===== src/rtl/cp0_irq_ctrl.sv =====
// cp0_irq_ctrl: multi-line CP0 interrupt controller with masking, fixed priority, STATUS/CAUSE/EPC and ERET redirect
module cp0_irq_ctrl #(
  parameter int          NUM_IRQ      = 8,
  parameter logic [15:0] EDGE_MASK    = 16'hFFFF,
  parameter logic [31:0] HANDLER_ADDR = 32'h0000_0004
) (
  input  logic               clk,
  input  logic               rst,
  input  logic [NUM_IRQ-1:0] irq_in,
  input  logic               cp0_wen,
  input  logic [4:0]         cp0_waddr,
  input  logic [31:0]        cp0_wdata,
  input  logic [4:0]         cp0_raddr,
  output logic [31:0]        cp0_rdata,
  output logic               irq_req,
  input  logic               irq_ack,
  input  logic [31:0]        epc_in,
  input  logic               eret,
  output logic               jump_en,
  output logic [31:0]        jump_addr,
  output logic               in_service
);
  typedef enum logic [1:0] {IDLE, REQ, SERVICE} state_t;
  state_t state, state_nx;
  logic [NUM_IRQ-1:0] s1, s2, s3, ip_edge, ip, im, p, edge_m, clr;
  logic [31:0] epc, status, cause;
  logic [4:0] irq_id, winner;
  logic ie, ack_ok, eret_ok, wr_status, wr_cause, wr_epc;
  logic unused;
  assign unused = ^cp0_wdata;
  assign edge_m = EDGE_MASK[NUM_IRQ-1:0];
  assign wr_status = cp0_wen && cp0_waddr == 5'd12;
  assign wr_cause = cp0_wen && cp0_waddr == 5'd13;
  assign wr_epc = cp0_wen && cp0_waddr == 5'd14;
  assign clr = wr_cause ? cp0_wdata[8 +: NUM_IRQ] : '0;
  // level lines bypass the latch and follow the synchroniser directly
  assign ip = (ip_edge & edge_m) | (s2 & ~edge_m);
  assign p = ip & im;
  assign ack_ok = state == REQ && irq_ack;
  assign eret_ok = state == SERVICE && eret;
  assign irq_req = state == REQ;
  assign in_service = state == SERVICE;
  always_comb begin
    winner = '0;
    for (int i = NUM_IRQ - 1; i >= 0; i--) if (p[i]) winner = 5'(i);
  end
  always_comb begin
    state_nx = IDLE;
    case (state)
      IDLE:    state_nx = (ie && |p) ? REQ : IDLE;
      REQ:     state_nx = irq_ack ? SERVICE : (!ie || ~|p) ? IDLE : REQ;
      SERVICE: state_nx = eret ? IDLE : SERVICE;
      default: state_nx = IDLE;
    endcase
  end
  always_comb begin
    status = '0;
    status[0] = ie;
    status[8 +: NUM_IRQ] = im;
    cause = '0;
    cause[8 +: NUM_IRQ] = ip;
    cause[31:27] = irq_id;
    cp0_rdata = cp0_raddr == 5'd12 ? status :
                cp0_raddr == 5'd13 ? cause :
                cp0_raddr == 5'd14 ? epc : '0;
  end
  always_ff @(posedge clk) begin
    if (rst) begin
      s1 <= '0;
      s2 <= '0;
      s3 <= '0;
      ip_edge <= '0;
      im <= '0;
      ie <= 1'b0;
      epc <= '0;
      irq_id <= '0;
      state <= IDLE;
      jump_en <= 1'b0;
      jump_addr <= '0;
    end else begin
      s1 <= irq_in;
      s2 <= s1;
      s3 <= s2;
      ip_edge <= ((ip_edge & ~clr) | (s2 & ~s3)) & edge_m;
      im <= wr_status ? cp0_wdata[8 +: NUM_IRQ] : im;
      ie <= ack_ok ? 1'b0 : eret_ok ? 1'b1 : wr_status ? cp0_wdata[0] : ie;
      epc <= ack_ok ? epc_in : wr_epc ? cp0_wdata : epc;
      irq_id <= ack_ok ? winner : irq_id;
      state <= state_nx;
      jump_en <= ack_ok | eret_ok;
      jump_addr <= ack_ok ? HANDLER_ADDR : eret_ok ? epc : jump_addr;
    end
  end
endmodule


===== config.mk =====
export PLATFORM = sky130hd
export DESIGN_NAME = cp0_irq_ctrl
export DESIGN_NICKNAME = d
export VERILOG_FILES = /design/src/rtl/cp0_irq_ctrl.sv
export SDC_FILE = /design/constraint.sdc
export NUM_CORES = 1
export LEC_CHECK = 0
export CORE_ASPECT_RATIO = 1.4
export CORE_MARGIN = 2
export CORE_UTILIZATION = 46
export CTS_CLUSTER_SIZE = 30
export DETAILED_ROUTE_END_ITERATION = 12
export PLACE_DENSITY_LB_ADDON = 0.25
export SLEW_MARGIN = 20
export SYNTH_ARGS = -nofsm -noshare
export SYNTH_HDL_FRONTEND = slang
export SYNTH_SLANG_ARGS = --single-unit
export TNS_END_PERCENT = 5

===== constraint.sdc =====
create_clock -name clk -period 2.05 [get_ports clk]
set_clock_uncertainty 0.2 [all_clocks]
set_input_delay 0.41 -clock clk [delete_from_list [all_inputs] [get_ports clk]]
set_output_delay 0.41 -clock clk [all_outputs]
set_load 0.01 [all_outputs]

==> impl_metrics.tcl <==
set metrics [dict create \
    synth_warnings 0 \
    reg2reg_from "state[1]" \
    fin_cells 820 \
    synthCells 518 \
    tritoncts "done" \
    drive_gt1_share_pct 17.4 \
    via_count 4240 \
    die_y_um 124 \
    overflow 0 \
    num_rows 43 \
    place_ws_ns -0.957 \
    fp.dieArea_sq_mm 0.0111 \
    tightest_slew_ns 0.503 \
    synth_top_flop_cell "dfxtp_1" \
    drt_pass1_iterations 4 \
    outcome "finished with violations" \
    fill_cells 807 \
    wl_mm 13.1 \
    holdBufCountCts 0 \
    r2r_slack_ns 0.49 \
    fin_crit_sh_pct 112 \
    worst_ir_drop_vdd_mv 0.457 \
    postSynthAreaPerCell_sq_um 9.15 \
    powerDensity_mw_per_mm2 627 \
    rsz0062_at_grt "true" \
    antennaDiodeCount 0 \
    path_class "in -> out" \
    vias_per_cell 5.17 \
    synth_top_area_share_pct 46.9 \
    hold_viol 0 \
    arrival_ns 1.68 \
    min_to "state[1]" \
    clock-sinks 111 \
    clock_path_buffers 2 \
    drc_errors 0 \
    worst_setup_path_start_kind "input port" \
    leakagePower_uw 0.00246 \
    r2r_end "epc[26]" \
    dpl.cell_count 797 \
    area_growth_pct 41.3 \
    clk_pin_slew_worst_paths_ns 0.07 \
    clk_latency_ns 0.34 \
    numCtsBuffers 9 \
    layout_setup_ws_ns -0.237 \
    yosys_register_bits 111 \
    htreeDepth 3 \
    worst_hold_path_type "in -> reg" \
    async_flop_share_pct 0 \
    synth_common_cells "111 x dfxtp_1, 108 x nand2_1, 54 x a21oi_1" \
    synth.distinct_cells 39 \
    start_util_pct 47.6 \
    portBuffers 153 \
    fmax_ghz 0.437 \
    slew_headroom_pct 66.4 \
    synth_top_area_cell "dfxtp_1" \
    end_kind "output pin" \
    worst_hold_startpoint "rst" \
    drv_cap 0 \
    worstPathRequired_ns 1.44 \
    slew_violations 0 \
    syn_area_sq_mm 0.00474 \
    nets 767 \
    die_w_um 89.8 \
    grt_pass1_vias 4116 \
    ff2ff_path_depth 5 \
    violations "setup timing" \
    drt_iter0_markers 191 \
    min_period_ns 2.29 \
    final_core_util_pct 67.3 \
    setup_viol 31 \
    whs_ns 0.176 \
    dp_hpwl_mm 9.24 \
    holdPathStages 2 \
    gp_congestion 0.840 \
    grt_max_degree 75 \
    coreArea_sq_mm 0.00995 \
    synth_area_leaders "dfxtp_1 47%, nand2_1 8.6%, mux2i_1 7.0%, a21oi_1 5.7%, a211oi_2 3.4%" \
    ys_seq_area_share_pct 46.9 \
    grtUsageTotal_pct 22.9 \
    synthesis.nets 605 \
    wire_per_inst_um 16.0 \
    grt_first_pass_wirelength_mm 20.5 \
    synth_edf_count 0 \
    num_io_pins 154 \
    yosysMostFrequentCell "dfxtp_1" \
    antenna_found_initial 0 \
    ant_nets 0 \
    power_uw 4200 \
    cts-root-buf "clkbuf_16" \
    cp_max_fo 8 \
]
## per-stage QoR
stage,cell area (sq um),TNS [ns]
floorplan,4740,0
CTS,6690,-4.61
global placement,6410,-31.51
detailed placement,6410,-33.21
finish,6690,-3.63
global route,6690,-4.78
## worst max-delay path: stages
cell	delay, ns
buf_6	0.09
nand3b_1	0.19
buf_6	0.16
nor3b_2	0.14
buf_4	0.13
buf_6	0.13
nand2_2	0.06
a2bb2oi_2	0.20
buf_2	0.16
## layout make-up
class                           count  area, sq um  area share, %
Inverter                            1         3.75         0.0561
Tap cell                          135          169           2.52
Timing Repair Buffer              187         1740           26.0
Sequential cell                   111         2220           33.2
Clock buffer                       10          229           3.42
Clock inverter                      6         52.6          0.785
Multi-Input combinational cell    370         2280           34.0
## flip-flops by register name, summed over array words and instances, names as in the netlist
signal and count:
state 2, jump_addr 32, ie 1, im 8, ip 8, s3 8
irq_id 3, jump_en 1, s2 8, s1 8, epc 32
## cell families after synthesis
logic type	share of synthesized area, %
simple gates	22.3
compound gates	16.9
flops	46.9
buf+inv	6.92
mux	6.97
## cells in the final DEF (no fill, tap or decap), types with 2 or more instances in the layout
master           instances
clkdlybuf4s50_1        113
dfxtp_1                111
nand2_1                106
a21oi_1                 54
buf_2                   34
mux2i_1                 33
nor2_1                  33
nor2b_1                 25
and2_1                  22
buf_4                   19
a211oi_1                18
a211oi_2                14
o21ai_0                 10
nand2b_1                10
nand3_1                 10
clkbuf_16                9
a2bb2oi_2                8
buf_6                    7
buf_12                   7
dlygate4sd2_1            5
inv_6                    4
a22o_1                   3
and2b_1                  2
nand2_2                  2
a22oi_1                  2
a32o_1                   2
a31oi_1                  2
clkinv_4                 2
## where the power goes
group / internal (uW) / total, uW / switching [uW] / leakage [uW]
registers: 2190 / 2210 / 19.3 / 0.000899
clock network: 848 / 1660 / 810 / 0.000138
logic: 206 / 336 / 130 / 0.00142
## per-layer routing
layer | vias up | track usage [%] | routed length, um
li1 | 2098 | - | -
met1 | 1993 | 25.8 | 5410
met2 | 132 | 43.7 | 6890
met3 | 17 | 3.27 | 558
met4 | 0 | 9.52 | 259
met5 | - | 0 | 0
## worst max-delay path by stage
stage	start	depth (start not counted)	to	slack [ns]
2_1_floorplan	cp0_raddr[4]	4	cp0_rdata[16]	0.09
3_3_place_gp	cp0_raddr[4]	7	cp0_rdata[14]	-0.92
3_5_place_dp	cp0_raddr[4]	7	cp0_rdata[14]	-0.96
4_1_cts	cp0_raddr[4]	9	cp0_rdata[14]	-0.23
5_1_grt	cp0_raddr[4]	9	cp0_rdata[14]	-0.25
6_report	cp0_raddr[4]	9	cp0_rdata[14]	-0.24
## timing repair
item                       in CTS  in global routing
pin swaps                      15                  5
setup endpoints to repair      34                 32
cloned                          2                  0
buffers inserted                5                  0
resized for setup             159                  3
No activity file was read; power rests on OpenSTA's default activity.
